--- config.mk ---
export PLATFORM = sky130hd
export DESIGN_NAME = sram_arbiter_2m
export DESIGN_NICKNAME = d
export VERILOG_FILES = /design/src/rtl/sram_arb_pkg.sv /design/src/rtl/sram_rr_arb2.sv /design/src/rtl/sram_arbiter_2m.sv
export SDC_FILE = /design/constraint.sdc
export NUM_CORES = 1
export LEC_CHECK = 0
export CAP_MARGIN = 40
export CORE_AREA = 2 2 103 105
export DETAILED_ROUTE_END_ITERATION = 8
export DIE_AREA = 0 0 105 107
export PLACE_DENSITY_LB_ADDON = 0.3
export SYNTH_ARGS = -nofsm -noshare
export SYNTH_HDL_FRONTEND = slang
export SYNTH_SLANG_ARGS = --single-unit
--- constraint.sdc ---
create_clock -name HCLK -period 2.59 [get_ports HCLK]
set_input_delay 0.777 -clock HCLK [delete_from_list [all_inputs] [get_ports HCLK]]
set_output_delay 0.777 -clock HCLK [all_outputs]
set_load 0.01 [all_outputs]
--- src/rtl/sram_arb_pkg.sv ---
// Shared constants and owner encoding for the two-master SRAM arbiter.
package sram_arb_pkg;

    localparam int unsigned AW_DEFAULT = 16;

    localparam int MST_M0 = 0;
    localparam int MST_M1 = 1;

    typedef enum logic [1:0] {
        OWN_NONE = 2'd0,
        OWN_M0   = 2'd1,
        OWN_M1   = 2'd2
    } owner_t;

endpackage

--- src/rtl/sram_rr_arb2.sv ---
// Two-way grant logic: round-robin pointer, lock ownership and combinational grant.
//   owner    | meaning
//   OWN_NONE | no lock held, grant by pointer or fixed priority
//   OWN_M0   | M0 keeps the RAM while it requests with LOCK high
//   OWN_M1   | M1 keeps the RAM while it requests with LOCK high
module sram_rr_arb2 import sram_arb_pkg::*; #(
    parameter bit FIXED_PRIO = 1'b0
) (
    input  logic       clk_sys,
    input  logic       rst_b,
    input  logic [1:0] req,
    input  logic [1:0] lock,
    output logic [1:0] gnt
);

    owner_t owner, owner_next;
    logic   ptr, ptr_next;   // 0: M0 has priority, 1: M1 has priority
    logic   regrant;

    always_ff @(posedge clk_sys or negedge rst_b) begin
        if (!rst_b) begin
            owner <= OWN_NONE;
            ptr   <= 1'b0;
        end else begin
            owner <= owner_next;
            ptr   <= ptr_next;
        end
    end

    // Grants are blanked while reset is held so the RAM sees no access.
    always_comb begin
        gnt = 2'b00;
        if (!rst_b) begin
            gnt = 2'b00;
        end else if (owner == OWN_M0 && req[MST_M0]) begin
            gnt[MST_M0] = 1'b1;
        end else if (owner == OWN_M1 && req[MST_M1]) begin
            gnt[MST_M1] = 1'b1;
        end else if (FIXED_PRIO || !ptr) begin
            if (req[MST_M0])      gnt[MST_M0] = 1'b1;
            else if (req[MST_M1]) gnt[MST_M1] = 1'b1;
        end else begin
            if (req[MST_M1])      gnt[MST_M1] = 1'b1;
            else if (req[MST_M0]) gnt[MST_M0] = 1'b1;
        end
    end

    assign regrant = (owner == OWN_M0 && gnt[MST_M0]) ||
                     (owner == OWN_M1 && gnt[MST_M1]);

    always_comb begin
        ptr_next = ptr;
        if ((|gnt) && !regrant) begin
            ptr_next = gnt[MST_M0];
        end
    end

    // A master may only take the lock when the other one does not hold it.
    always_comb begin
        owner_next = owner;
        if (gnt[MST_M0] && lock[MST_M0] && owner != OWN_M1) begin
            owner_next = OWN_M0;
        end else if (gnt[MST_M1] && lock[MST_M1] && owner != OWN_M0) begin
            owner_next = OWN_M1;
        end else if (owner == OWN_M0 && !(req[MST_M0] && lock[MST_M0])) begin
            owner_next = OWN_NONE;
        end else if (owner == OWN_M1 && !(req[MST_M1] && lock[MST_M1])) begin
            owner_next = OWN_NONE;
        end
    end

endmodule

--- src/rtl/sram_arbiter_2m.sv ---
// Two-requester arbiter in front of a single-port block RAM with registered read address.
module sram_arbiter_2m import sram_arb_pkg::*; #(
    parameter int unsigned AW         = AW_DEFAULT,
    parameter bit          FIXED_PRIO = 1'b0
) (
    input  logic          HCLK,
    input  logic          HRESETn,
    input  logic          M0_REQ,
    input  logic          M1_REQ,
    input  logic          M0_WRITE,
    input  logic          M1_WRITE,
    input  logic [AW-1:0] M0_ADDR,
    input  logic [AW-1:0] M1_ADDR,
    input  logic [31:0]   M0_WDATA,
    input  logic [31:0]   M1_WDATA,
    input  logic [3:0]    M0_BE,
    input  logic [3:0]    M1_BE,
    input  logic          M0_LOCK,
    input  logic          M1_LOCK,
    output logic          M0_GNT,
    output logic          M1_GNT,
    output logic          M0_RVALID,
    output logic          M1_RVALID,
    output logic [31:0]   M0_RDATA,
    output logic [31:0]   M1_RDATA,
    output logic [AW-1:0] SRAM_ADDR,
    output logic [31:0]   SRAM_WDATA,
    output logic [3:0]    SRAM_WREN,
    output logic          SRAM_CS,
    input  logic [31:0]   SRAM_RDATA
);

    logic [1:0] req, lock, gnt;
    owner_t     rd_owner, rd_next;

    assign req[MST_M0]  = M0_REQ;
    assign req[MST_M1]  = M1_REQ;
    assign lock[MST_M0] = M0_LOCK;
    assign lock[MST_M1] = M1_LOCK;

    sram_rr_arb2 #(
        .FIXED_PRIO (FIXED_PRIO)
    ) u_arb (
        .clk_sys (HCLK),
        .rst_b   (HRESETn),
        .req     (req),
        .lock    (lock),
        .gnt     (gnt)
    );

    assign M0_GNT = gnt[MST_M0];
    assign M1_GNT = gnt[MST_M1];

    always_comb begin
        SRAM_CS    = 1'b0;
        SRAM_ADDR  = '0;
        SRAM_WDATA = '0;
        SRAM_WREN  = 4'b0000;
        rd_next    = OWN_NONE;
        if (gnt[MST_M0]) begin
            SRAM_CS    = 1'b1;
            SRAM_ADDR  = M0_ADDR;
            SRAM_WDATA = M0_WDATA;
            SRAM_WREN  = M0_WRITE ? M0_BE : 4'b0000;
            rd_next    = M0_WRITE ? OWN_NONE : OWN_M0;
        end else if (gnt[MST_M1]) begin
            SRAM_CS    = 1'b1;
            SRAM_ADDR  = M1_ADDR;
            SRAM_WDATA = M1_WDATA;
            SRAM_WREN  = M1_WRITE ? M1_BE : 4'b0000;
            rd_next    = M1_WRITE ? OWN_NONE : OWN_M1;
        end
    end

    // Remembers which master's read the RAM is returning this cycle.
    always_ff @(posedge HCLK or negedge HRESETn) begin
        if (!HRESETn) begin
            rd_owner <= OWN_NONE;
        end else begin
            rd_owner <= rd_next;
        end
    end

    assign M0_RVALID = (rd_owner == OWN_M0);
    assign M1_RVALID = (rd_owner == OWN_M1);
    assign M0_RDATA  = M0_RVALID ? SRAM_RDATA : 32'h0;
    assign M1_RDATA  = M1_RVALID ? SRAM_RDATA : 32'h0;

endmodule

Word level (Yosys, flattened, before mapping)
Index checks and enable logic that the tools add are counted.

word-level totals
  flip-flop bits (word level) = 5
  input bits = 144

cells by class
  reduce and logical (&&, ||, !) cells = 19
  mux-type cells = 30
  equality and inequality tests = 6

operators by type and width
  cell                                                   number
  2-to-1 mux 32 bit                                      4
  2-to-1 mux 16 bit                                      2
  2-to-1 mux 2 bit                                       9
  2-to-1 mux 4 bit                                       4
  logical AND 1 bit                                      13
  2-to-1 mux 1 bit                                       11
  equality test 2 x 1 -> 1 bit, second input constant    2
  equality test 2 bit, second input constant             2
  nonzero test 4 bit                                     1
  zero test 1 bit                                        3
  inequality test 2 x 1 -> 1 bit, second input constant  1
  inequality test 2 bit, second input constant           1
  OR reduction 2 bit                                     1
  logical OR 1 bit                                       1

Longest topological paths before layout
Gate-level depths: netlist (run 1).

  depth in word-level cells = 10
  mapped depth = 6

By module
Synthesis (run 1) repeated with hierarchy kept, for this count alone.

unflattened totals
  cells, all modules = 177
  area total of the unflattened synthesis = 1,315.0 µm²

by module, submodules not included
  module           cells each  area each (µm²)  instances
  sram_arbiter_2m  150         1,076.0          1
  sram_rr_arb2     27          239.0            1

Worst setup path after synthesis (run 1)
OpenSTA, ideal clock, no wires.

  path kind = input-to-output
  start = in M1_REQ
  end = out SRAM_ADDR[10]
  setup slack = 152 ps
  arrival time = 1,661 ps
  path buffers = 2
  data required time = 1,813 ps
  cell stages on the path = 5
  path through = inv_1 -> o311a_1 -> buf_6 -> buf_6 -> a22o_1

RTL lines
  item                   RTL line               RTL
  from (decl)            sram_arbiter_2m.sv:9   input logic M1_REQ,
  2-to-1 mux 1 bit       sram_rr_arb2.sv:43     if (req[MST_M1]) gnt[MST_M1] = 1'b1;
  2-to-1 mux 2 bit       sram_rr_arb2.sv:39     end else if (FIXED_PRIO || !ptr) begin
  2-to-1 mux 1 bit (*)   sram_rr_arb2.sv:37     end else if (owner == OWN_M1 && req[MST_M1]) begin
  2-to-1 mux 1 bit (*)   sram_rr_arb2.sv:35     end else if (owner == OWN_M0 && req[MST_M0]) begin
  2-to-1 mux 2 bit (*)   sram_rr_arb2.sv:33     if (!rst_b) begin
  via M0_GNT             sram_arbiter_2m.sv:20  output logic M0_GNT,
  2-to-1 mux 16 bit (*)  sram_arbiter_2m.sv:60  if (gnt[MST_M0]) begin
  to (decl)              sram_arbiter_2m.sv:26  output logic [AW-1:0] SRAM_ADDR,

The timed path passes the listed nets; every way through them passes the cells marked *.

Worst setup path after layout (run 1)
  start = in M1_REQ
  end = out SRAM_WDATA[14]

on the way
  cells in the longest elaborated chain, start to end = 8

RTL lines
  item                   RTL line                                RTL
  2-to-1 mux 1 bit       sram_rr_arb2.sv:41, sram_rr_arb2.sv:43
  2-to-1 mux 1 bit       sram_rr_arb2.sv:40                      if (req[MST_M0]) gnt[MST_M0] = 1'b1;
  2-to-1 mux 2 bit       sram_rr_arb2.sv:39
  2-to-1 mux 1 bit       sram_rr_arb2.sv:37
  2-to-1 mux 1 bit       sram_rr_arb2.sv:35
  2-to-1 mux 2 bit (*)   sram_rr_arb2.sv:33
  2-to-1 mux 32 bit      sram_arbiter_2m.sv:66                   end else if (gnt[MST_M1]) begin
  2-to-1 mux 32 bit (*)  sram_arbiter_2m.sv:60
  to (decl)              sram_arbiter_2m.sv:27                   output logic [31:0] SRAM_WDATA,

Mark *: on every way between the ends. The rest lies on a longest branch, timed or not.

==> results_dict.tcl, run 1 <==
set metrics [dict create \
    fp.dieW_um 105 \
    worst_pin_slew_ns 0.225 \
    rsz0062_at_grt "true" \
    synth_common_cells "and2_1, a22o_1, buf_6, clkbuf_1" \
    switchingPower_uw 387 \
    netlist_top_cells_area "a22o_1, and2_1, dfrtp_1" \
    setup-violations-final 35 \
    finClkSkew_ns 0.00677 \
    yosysTopAreaCellShare_pct 32.2 \
    fin_nets 609 \
    leakagePower_uw 0.00224 \
    fp-row-count 37 \
    io_buffer_count 264 \
    synth_fp_nets 312 \
    hpwlAfterDp_um 7010 \
    syn-cell-area_mm2 0.00131 \
    swShare_pct 34.6 \
    grt_usage_pct 15.4 \
    antenna_found_initial 0 \
    synth_edf_count 0 \
    synth_cell_types 28 \
    synth_ff_type "dfrtp_1" \
    grt_max_degree 25 \
    die_area_mm2 0.0112 \
    internal_power_uw 731 \
    p_per_area_mw_per_mm2 259 \
    hold_slack_ns 0.516 \
    place.gp.congestion 0.788 \
    avgSynthCellArea_um2 7.78 \
    start_util_pct 13.0 \
    die_h_um 107 \
    clk_latency_ns 0.23 \
    hold_path.class "in2async" \
    post-route-period-util_pct 105 \
    maxCapViolations 0 \
    min_period_ns 2.73 \
    achievable-frequency_ghz 0.366 \
    drv_slew 0 \
    fin_ws_ns -0.142 \
    drt_first_iter_violations 50 \
    layout-drive-gt1-share_pct 24.4 \
    layoutNonFillerInstCount 600 \
    core_mm2 0.0101 \
    crit_path_max_fanout 6 \
    violations "setup timing" \
    cp.required_ns 1.81 \
    clkSinkCount 5 \
    numCtsBuffers 3 \
    synth.most_common_cell "and2_1" \
    first_global_vias 2674 \
    syn_inst 168 \
    placed_cell_area_mm2 0.00416 \
    relSlewSlack_pct 85.0 \
    cp-end-kind "primary output" \
    ys_ff_latch 5 \
    synth-seq-area-share_pct 9.57 \
    vias 2542 \
    path_clk_slew_ns 0.04 \
    overflow 0 \
    ios 265 \
    cts_tree "yes" \
    clock_path_buffers 2 \
    p_comb_share_pct 76.9 \
    grt_pass1_wl_um 13600 \
    crit_type "in2out" \
    wire_per_inst_um 15.7 \
    drc 0 \
    drt-pass1-iter-count 4 \
    placedCellCount 568 \
    worst_setup_path_start_kind "input pin" \
    synthArstFlopShare_pct 100 \
    clockPowerShare_pct 13.7 \
    syn_to_final_growth_pct 230 \
    viasPerCell 4.24 \
    finalHoldViolations 0 \
    root_buffer "clkbuf_8" \
    totalWireLength_um 9400 \
    cp.arrival_ns 1.96 \
    final_area_mm2 0.00432 \
    outcome "finished with violations" \
    hold_buffers 0 \
    num_antenna_cells 0 \
    ys_warn_count 0 \
    yosys.area.top_type "a22o_1" \
    seq_power_share_pct 9.3 \
    antenna_left 0 \
    ir_drop_mv 0.112 \
    htreeDepth 1 \
]
## metrics by stage
stage          worst slack (ns)  setup TNS (ns)  utilization, %  power, uW
6_report                 -0.142           -3.19            42.8       1120
3_5_place_dp             -0.902          -51.04            41.2        918
2_1_floorplan             0.152               0               -        392
3_3_place_gp             -0.909          -50.84            41.2        912
4_1_cts                  -0.156           -3.52            43.3       1150
5_1_grt                  -0.170           -4.97            42.8       1190
## worst max-delay path: stages
cell,delay (ns)
buf_8,0.08
inv_4,0.03
o311a_4,0.41
buf_12,0.16
buf_16,0.13
a22o_1,0.23
buf_2,0.15
## per-layer routing
layer / global-route usage, % / vias to the layer above / routed length (um)
li1: - / 1220 / -
met1: 13.9 / 1144 / 3150
met2: 33.1 / 165 / 5290
met3: 3.47 / 13 / 782
met4: 5.14 / 0 / 187
met5: 0 / - / 0
## power groups by stage
stage	registers, uW	clock network, uW	logic, uW
2_1_floorplan	101	0	291
3_3_place_gp	103	0	809
3_5_place_dp	103	0	815
4_1_cts	102	157	895
5_1_grt	107	160	922
6_report	104	154	860
## layout by cell type (no fill, tap or decap), types with 4 or more instances in the layout
master           netlist  final
buf_16                 0      4
buf_2                  5     50
buf_8                  0      4
a22o_1                48     48
buf_6                  6     16
a32o_1                 4      4
dfrtp_1                5      5
and2_1                64     64
buf_12                 0      5
nor2b_1                4      4
clkdlybuf4s50_1        0    142
dlygate4sd2_1          0     64
buf_4                  1     21
## flip-flops by register name, summed over array words and instances (netlist names)
name / flops
rd_owner: 2
u_arb.owner: 2
u_arb.ptr: 1
## logic make-up (layout without fill, tap and decap cells)
| kind of cell | after synthesis | in the layout | synth area share, % |
|---|---|---|---|
| and+or+nand+nor | 79 | 79 | 37.3 |
| AOI/OAI and AO/OA | 65 | 65 | 43.4 |
| DFF | 5 | 5 | 9.57 |
| buffers and inverters | 19 | 315 | 9.66 |
## layout make-up
type / instances / area, um2
fillers: 1117 / 5780
repair buffers: 310 / 2890
multi-input cells: 144 / 1080
well taps: 136 / 170
flip-flops and latches: 5 / 125
clock buffers: 4 / 45.0
inverters: 1 / 6.26
## final timing paths
path,start,endpoint,slack (ns),cells after the start
worst max-delay path,M1_REQ,SRAM_WDATA[14],-0.14,7
worst min-delay path,HRESETn,u_arb.ptr,0.52,2
worst max register to register,u_arb.owner[0],u_arb.owner[0],0.62,10
worst min register to register,u_arb.owner[0],u_arb.ptr,0.72,3
max in group asynchronous,HRESETn,rd_owner[1],1.95,2
min in group HCLK,u_arb.owner[0],u_arb.ptr,0.72,3
## what timing repair did
item                       in CTS  in global routing
gates cloned                    9                  1
resized for setup             323                 12
pin swaps                      29                 11
setup endpoints to repair     119                 51
buffers inserted               18                  6
No activity file was read; power rests on OpenSTA's default activity.
==> run 2: changes to the inputs <==
--- a/config.mk
+++ b/config.mk
@@ -7,6 +7,7 @@
 export LEC_CHECK = 0
 export CAP_MARGIN = 40
 export CORE_AREA = 2 2 103 105
+export CTS_CLUSTER_DIAMETER = 60
 export DETAILED_ROUTE_END_ITERATION = 8
 export DIE_AREA = 0 0 105 107
 export PLACE_DENSITY_LB_ADDON = 0.3
==> results of run 2 <==
The final DEF is identical to that of run 1; final timing and power are the same.
